--- config.mk ---
export PLATFORM = sky130hd
export DESIGN_NAME = light_conflict_monitor_flat
export DESIGN_NICKNAME = d
export VERILOG_FILES = /design/src/rtl/light_conflict_monitor_if.sv /design/src/rtl/light_conflict_monitor.sv /design/src/flat_wrapper.sv
export SDC_FILE = /design/constraint.sdc
export NUM_CORES = 1
export LEC_CHECK = 0
export CORE_ASPECT_RATIO = 1.2
export CORE_MARGIN = 1
export CORE_UTILIZATION = 35
export DETAILED_ROUTE_END_ITERATION = 10
export PLACE_DENSITY_LB_ADDON = 0.25
export SLEW_MARGIN = 20
export SYNTH_ARGS = -nofsm -noshare
export SYNTH_HDL_FRONTEND = slang
export SYNTH_SLANG_ARGS = --single-unit
--- constraint.sdc ---
create_clock -name clk -period 3.08 [get_ports clk]
set_clock_uncertainty 0.1 [all_clocks]
set_input_delay 0.616 -clock clk [delete_from_list [all_inputs] [get_ports clk]]
set_output_delay 0.616 -clock clk [all_outputs]
set_load 0.005 [all_outputs]
--- src/rtl/light_conflict_monitor_if.sv ---
// Controller light vectors and fault clear in, registered lamp drive and monitor status out.
// master = controller/bench side, slave = light_conflict_monitor.
interface light_conflict_monitor_if;
  logic [2:0] in_M1, in_M2, in_MT, in_S;
  logic       fault_clr;
  logic [2:0] lamp_M1, lamp_M2, lamp_MT, lamp_S;
  logic       mon_ok;
  logic       fault;
  logic [3:0] fault_code;

  modport master (
    output in_M1, in_M2, in_MT, in_S, fault_clr,
    input  lamp_M1, lamp_M2, lamp_MT, lamp_S, mon_ok, fault, fault_code
  );

  modport slave (
    input  in_M1, in_M2, in_MT, in_S, fault_clr,
    output lamp_M1, lamp_M2, lamp_MT, lamp_S, mon_ok, fault, fault_code
  );
endinterface

--- src/rtl/light_conflict_monitor.sv ---
// Lamp safety stage: 1-cycle registered pass-through, latches a fault code and flashes red on any violation.
// No backpressure; CONFLICT_MON_STALL_EN adds the unchanged-input stall watchdog (fault_code bit 3).
module light_conflict_monitor #(
  parameter int INIT_CYC   = 4,
  parameter int YEL_MIN    = 3,
  parameter int FLASH_HALF = 2
`ifdef CONFLICT_MON_STALL_EN
  ,
  parameter int STALL_MAX  = 15
`endif
) (
  input logic                     clk,
  input logic                     rst,
  light_conflict_monitor_if.slave bus
);
  localparam logic [2:0] RED = 3'b100;
  localparam logic [2:0] YEL = 3'b010;
  localparam logic [2:0] GRN = 3'b001;
  localparam logic [3:0][2:0] ALL_RED = {4{RED}};

  localparam int IW = $clog2(INIT_CYC + 1);
  localparam int YW = $clog2(YEL_MIN + 1);
  localparam int FW = $clog2(FLASH_HALF + 1);
  localparam logic [IW-1:0] INIT_LAST  = IW'(INIT_CYC - 1);
  localparam logic [YW-1:0] YEL_SAT    = YW'(YEL_MIN);
  localparam logic [FW-1:0] FLASH_LAST = FW'(FLASH_HALF - 1);

  typedef enum logic [1:0] {ST_INIT, ST_RUN, ST_FAULT} state_t;
  state_t state, state_nxt;

  // Approach index: 0 = M1, 1 = M2, 2 = MT, 3 = S.
  logic [3:0][2:0]    cur, prev, lamp, lamp_nxt;
  logic [3:0][YW-1:0] ycnt;
  logic [IW-1:0]      init_cnt, init_nxt;
  logic [FW-1:0]      flash_cnt, flash_nxt;
  logic               flash_dark, dark_nxt;
  logic [3:0]         code, code_nxt, viol;

  assign cur = {bus.in_S, bus.in_MT, bus.in_M2, bus.in_M1};

`ifdef CONFLICT_MON_STALL_EN
  localparam int SW = $clog2(STALL_MAX + 1);
  localparam logic [SW-1:0] STALL_LAST = SW'(STALL_MAX);
  logic [SW-1:0] stall_cnt;

  // Saturates at STALL_MAX; one more unchanged sample beyond that is the fault.
  always_ff @(posedge clk or posedge rst) begin
    if (rst)
      stall_cnt <= '0;
    else if (state != ST_RUN || cur != prev)
      stall_cnt <= '0;
    else if (stall_cnt != STALL_LAST)
      stall_cnt <= stall_cnt + SW'(1);
  end
`endif

  always_comb begin
    viol = '0;
    for (int i = 0; i < 4; i++) begin
      if (cur[i] != RED && cur[i] != YEL && cur[i] != GRN)
        viol[0] = 1'b1;
      if ((prev[i] == GRN && cur[i] == RED) ||
          (prev[i] == RED && cur[i] == YEL) ||
          (prev[i] == YEL && cur[i] == GRN) ||
          (prev[i] == YEL && cur[i] == RED && ycnt[i] < YEL_SAT))
        viol[2] = 1'b1;
    end
    viol[1] = (cur[3] != RED && (cur[0] != RED || cur[1] != RED || cur[2] != RED)) ||
              (cur[2] != RED && cur[1] != RED);
`ifdef CONFLICT_MON_STALL_EN
    viol[3] = (cur == prev) && (stall_cnt == STALL_LAST);
`endif
  end

  always_ff @(posedge clk or posedge rst) begin
    if (rst) state <= ST_INIT;
    else     state <= state_nxt;
  end

  always_comb begin
    state_nxt = state;
    lamp_nxt  = lamp;
    init_nxt  = init_cnt;
    code_nxt  = code;
    flash_nxt = flash_cnt;
    dark_nxt  = flash_dark;
    unique case (state)
      ST_INIT: begin
        lamp_nxt = ALL_RED;
        if (init_cnt == INIT_LAST) begin
          state_nxt = ST_RUN;
          init_nxt  = '0;
        end else begin
          init_nxt = init_cnt + IW'(1);
        end
      end
      ST_RUN: begin
        if (|viol) begin
          state_nxt = ST_FAULT;
          lamp_nxt  = ALL_RED;
          code_nxt  = viol;
          flash_nxt = '0;
          dark_nxt  = 1'b0;
        end else begin
          lamp_nxt = cur;
        end
      end
      ST_FAULT: begin
        if (bus.fault_clr) begin
          state_nxt = ST_INIT;
          lamp_nxt  = ALL_RED;
          code_nxt  = '0;
          init_nxt  = '0;
        end else if (flash_cnt == FLASH_LAST) begin
          flash_nxt = '0;
          dark_nxt  = ~flash_dark;
          lamp_nxt  = flash_dark ? ALL_RED : '0;
        end else begin
          flash_nxt = flash_cnt + FW'(1);
        end
      end
      default: state_nxt = ST_INIT;
    endcase
  end

  always_ff @(posedge clk or posedge rst) begin
    if (rst) begin
      lamp       <= ALL_RED;
      init_cnt   <= '0;
      code       <= '0;
      flash_cnt  <= '0;
      flash_dark <= 1'b0;
    end else begin
      lamp       <= lamp_nxt;
      init_cnt   <= init_nxt;
      code       <= code_nxt;
      flash_cnt  <= flash_nxt;
      flash_dark <= dark_nxt;
    end
  end

  // History tracks the inputs in every state so RUN starts with a valid previous sample.
  always_ff @(posedge clk or posedge rst) begin
    if (rst) begin
      prev <= ALL_RED;
      ycnt <= '0;
    end else begin
      prev <= cur;
      for (int i = 0; i < 4; i++) begin
        if (cur[i] != YEL)
          ycnt[i] <= '0;
        else if (ycnt[i] != YEL_SAT)
          ycnt[i] <= ycnt[i] + YW'(1);
      end
    end
  end

  assign bus.lamp_M1    = lamp[0];
  assign bus.lamp_M2    = lamp[1];
  assign bus.lamp_MT    = lamp[2];
  assign bus.lamp_S     = lamp[3];
  assign bus.mon_ok     = (state == ST_RUN);
  assign bus.fault      = (state == ST_FAULT);
  assign bus.fault_code = code;
endmodule

--- src/flat_wrapper.sv ---
// flat-port wrapper written by rule: the top's interface ports become plain ports
module light_conflict_monitor_flat 
#(
  parameter int INIT_CYC   = 4,
  parameter int YEL_MIN    = 3,
  parameter int FLASH_HALF = 2

)
  (clk, rst, bus_in_M1, bus_in_M2, bus_in_MT, bus_in_S, bus_fault_clr, bus_lamp_M1, bus_lamp_M2, bus_lamp_MT, bus_lamp_S, bus_mon_ok, bus_fault, bus_fault_code);
  light_conflict_monitor_if bus_i ();
  input logic clk;
  input logic rst;
  input wire logic [$bits(bus_i.in_M1)-1:0] bus_in_M1;
  input wire logic [$bits(bus_i.in_M2)-1:0] bus_in_M2;
  input wire logic [$bits(bus_i.in_MT)-1:0] bus_in_MT;
  input wire logic [$bits(bus_i.in_S)-1:0] bus_in_S;
  input wire logic [$bits(bus_i.fault_clr)-1:0] bus_fault_clr;
  output wire logic [$bits(bus_i.lamp_M1)-1:0] bus_lamp_M1;
  output wire logic [$bits(bus_i.lamp_M2)-1:0] bus_lamp_M2;
  output wire logic [$bits(bus_i.lamp_MT)-1:0] bus_lamp_MT;
  output wire logic [$bits(bus_i.lamp_S)-1:0] bus_lamp_S;
  output wire logic [$bits(bus_i.mon_ok)-1:0] bus_mon_ok;
  output wire logic [$bits(bus_i.fault)-1:0] bus_fault;
  output wire logic [$bits(bus_i.fault_code)-1:0] bus_fault_code;
  assign bus_i.in_M1 = bus_in_M1;
  assign bus_i.in_M2 = bus_in_M2;
  assign bus_i.in_MT = bus_in_MT;
  assign bus_i.in_S = bus_in_S;
  assign bus_i.fault_clr = bus_fault_clr;
  assign bus_lamp_M1 = bus_i.lamp_M1;
  assign bus_lamp_M2 = bus_i.lamp_M2;
  assign bus_lamp_MT = bus_i.lamp_MT;
  assign bus_lamp_S = bus_i.lamp_S;
  assign bus_mon_ok = bus_i.mon_ok;
  assign bus_fault = bus_i.fault;
  assign bus_fault_code = bus_i.fault_code;
  light_conflict_monitor #(.INIT_CYC(INIT_CYC), .YEL_MIN(YEL_MIN), .FLASH_HALF(FLASH_HALF)) u_core (.clk(clk), .rst(rst), .bus(bus_i));
endmodule
==> results.sh <==
export IMPL_synth_area_per_cell_um2=10.11
export IMPL_tightest_slew_ns=0.5711
export IMPL_yosys_area_top_type="dfrtp_1"
export IMPL_drtAntennaViolNets=0
export IMPL_via_per_inst=5.089
export IMPL_antenna_found_initial=0
export IMPL_clk_transition_reported_paths_ns=0.08
export IMPL_wirelength_met1_um=2247
export IMPL_dieArea_mm2=0.006735
export IMPL_wl_met3_um=126
export IMPL_dr_pass1_iters=4
export IMPL_power_density_cell_area_mw_per_mm2=617.0
export IMPL_grt_pass1_vias=1813
export IMPL_multi_input_area_mm2=0.001097
export IMPL_hold_violations=0
export IMPL_avgRoutedWirePerCell_um=13.52
export IMPL_cts_buffers=5
export IMPL_final_period_utilization_pct=89.69
export IMPL_critPathLaunchType="input pin"
export IMPL_die_h_um=89.70
export IMPL_synth_edf_count=0
export IMPL_ir_drop_mv=0.2635
export IMPL_synth_flop_cell="dfrtp_1"
export IMPL_grt_overflow=0
export IMPL_synth_seq_area_share_pct=48.41
export IMPL_syn2layout_area_growth_pct=28.17
export IMPL_clockBufferDepth=2
export IMPL_fin_nets=300
export IMPL_total_power_w=0.001774
export IMPL_holdBufCountCts=0
export IMPL_drt_total_wl_um=4855
export IMPL_tritoncts="yes"
export IMPL_io_buffers=31
export IMPL_dpl_cell_area_mm2=0.002795
export IMPL_hp_class="reg2reg"
export IMPL_synth_fp_nets=246
export IMPL_period_needed_ns=2.762
export IMPL_yosys_area_top_type_share_pct=39.04
export IMPL_vias=1827
export IMPL_cts_setup_buffers=0
export IMPL_diodes=0
export IMPL_synth_seq_cells=43
export IMPL_yosysUniqueCellTypes=52
export IMPL_p_switching_w=0.0006086
export IMPL_crit_path_end_kind="register"
export IMPL_gp_congestion=0.8060
export IMPL_io_pins=33
export IMPL_outcome="finished clean"
export IMPL_rsz0062_at_grt="no"
export IMPL_grt_pass1_wl_um=8259
export IMPL_cts_sinks=43
export IMPL_arrival_ns=2.84
export IMPL_setup_viol=0
export IMPL_synthArstFlopShare_pct=100.0
export IMPL_cts_repair_resized=0
export IMPL_required_ns=3.16
export IMPL_grt_max_degree=44
export IMPL_path_max_fanout=7
export IMPL_setup_tns_ns=0
export IMPL_ys_top_cells_by_area="dfrtp_1 (39%), dfstp_2 (9.4%), ha_1 (5.0%), o21ai_0 (4.2%), nand2_1 (3.7%)"
export IMPL_finalMaxSlewViolations=0
export IMPL_cts_root_buf="clkbuf_8"
export IMPL_layout_cells_non_filler=359
export IMPL_power_internal_w=0.001165
export IMPL_fill_cells=624
export IMPL_yosysMostFrequentCell="dfrtp_1"
export IMPL_initial_core_util_pct=36.61
export IMPL_clock_latency_ns=0.29
export IMPL_maxSlewHeadroom_pct=61.93
export IMPL_remaining_drc_errors=0
export IMPL_power_frac_seq_pct=41.2
export IMPL_synth_area_mm2=0.002243
export IMPL_swShare_pct=34.30
export IMPL_dp_cells=351
export IMPL_met2_length_um=2444
export IMPL_htreeDepth=2
export IMPL_power_frac_comb_pct=39.5
export IMPL_die_x_um=75.09
export IMPL_dp_hpwl_um=3673
export IMPL_synth_common_cells="dfrtp_1 (35), nand2_1 (22), o21ai_0 (19)"
export IMPL_design_core_area_mm2=0.006128
export IMPL_synth_warnings=0
export IMPL_timing_fmax_mhz=362.0
export IMPL_synth_cells=222
export IMPL_critPathKind="in2reg"
export IMPL_cap_viol_max_count=0
export IMPL_highest_layer="met4"
export IMPL_seqCellArea_mm2=0.001086
export IMPL_drt_initial_drc_count=73
export IMPL_drive_above_1_share_pct=15.52
export IMPL_rows=31
export IMPL_grt_total_usage_pct=15.73
export IMPL_design_area_mm2=0.002875
export IMPL_leakagePower_nw=1.243
export IMPL_clkPwrFrac_pct=19.3
## path summary, 6_finish.rpt
check / startpoint / to / slack [ns] / depth (start not counted)
max in group asynchronous: rst / u_core.prev[8]$_DFF_PP1_ / 1.83 / 3
worst max-delay path: bus_in_M1[1] / u_core.flash_dark$_DFFE_PP0P_ / 0.32 / 6
worst min register to register: u_core.bus.lamp_M1[0]$_DFFE_PP0P_ / u_core.bus.lamp_M1[0]$_DFFE_PP0P_ / 0.39 / 2
worst max register to register: u_core.prev[0]$_DFF_PP0_ / u_core.flash_dark$_DFFE_PP0P_ / 0.77 / 5
worst min-delay path: u_core.bus.lamp_M1[0]$_DFFE_PP0P_ / u_core.bus.lamp_M1[0]$_DFFE_PP0P_ / 0.39 / 2
min in group asynchronous: rst / u_core.init_cnt[0]$_DFFE_PP0P_ / 0.67 / 3
## metal layers
layer / GRT usage [%] / vias to the layer above
li1: - / 919
met1: 20.58 / 875
met2: 26.20 / 29
met3: 2.915 / 4
met4: 4.088 / 0
met5: 0 / -
## stage by stage
step	hold WS, ns	setup slack (ns)	util [%]
after floorplan	0.3631	0.6159	-
after global placement	0.3714	0.04204	45.61
after detailed placement	0.3811	0.03029	45.61
after CTS	0.3998	0.3370	46.92
after global routing	0.4121	0.2482	46.92
final	0.3916	0.3175	46.92
## power groups by stage
stage               logic, W  registers (W)  clock network, W
floorplan           0.000453       0.000731                 0
global route        0.000788       0.000744          0.000373
finish              0.000700       0.000731          0.000343
CTS                 0.000707       0.000733          0.000357
global placement    0.000691       0.000742                 0
detailed placement  0.000704       0.000744                 0
## state kept, by name, indices dropped and copies added, names as in the netlist
| signal | flops |
|---|---|
| u_core.bus.fault_code | 3 |
| u_core.bus.lamp_M1 | 3 |
| u_core.flash_dark | 1 |
| u_core.bus.lamp_M2 | 3 |
| u_core.bus.lamp_MT | 3 |
| u_core.state | 2 |
| u_core.init_cnt | 3 |
| u_core.flash_cnt | 2 |
| u_core.ycnt | 8 |
| u_core.bus.lamp_S | 3 |
| u_core.prev | 12 |
## critical path, cell delays in order
cell	delay (ns)
clkdlybuf4s50_1	0.45
or4b_2	0.67
o21ai_0	0.44
nor4_4	0.12
and3_1	0.21
a221o_1	0.33
## cells in the final DEF, fill, tap and decap left out, types with 2 or more instances in the layout
master           instances
dfrtp_1                 35
clkdlybuf4s50_1         31
nand2_1                 22
buf_4                   22
o21ai_0                 19
nor2_1                  15
nand3_1                 10
inv_1                    9
ha_1                     9
nor3b_1                  8
dfstp_2                  8
xor2_1                   7
a21oi_1                  6
nor2b_1                  5
nor3_1                   5
clkbuf_8                 5
o21a_1                   4
o31a_1                   4
mux2i_1                  4
nor4bb_1                 3
a22oi_1                  3
o211ai_1                 3
nand2b_1                 3
clkbuf_1                 3
nand4_1                  2
nand3_2                  2
a31oi_1                  2
a41o_1                   2
a32oi_1                  2
## final cells by class
| class | instances | share of cell area (%) |
|---|---|---|
| clock buffers | 8 | 2.785 |
| inverters | 9 | 1.175 |
| multi-input cells | 164 | 38.16 |
| flip-flops and latches | 43 | 37.77 |
| well taps | 82 | 3.568 |
| repair buffers | 53 | 16.54 |
## cell families after synthesis
family	Yosys count	share of synthesized area [%]
compound gates	57	17.29
xor+xnor	7	2.733
fa+ha+maj	9	5.020
buf+inv	15	2.677
flops	43	48.41
mux	4	1.785
other cells	1	0.1672
simple gates	86	21.92
Note: power is estimated with default switching activity, not from simulation.
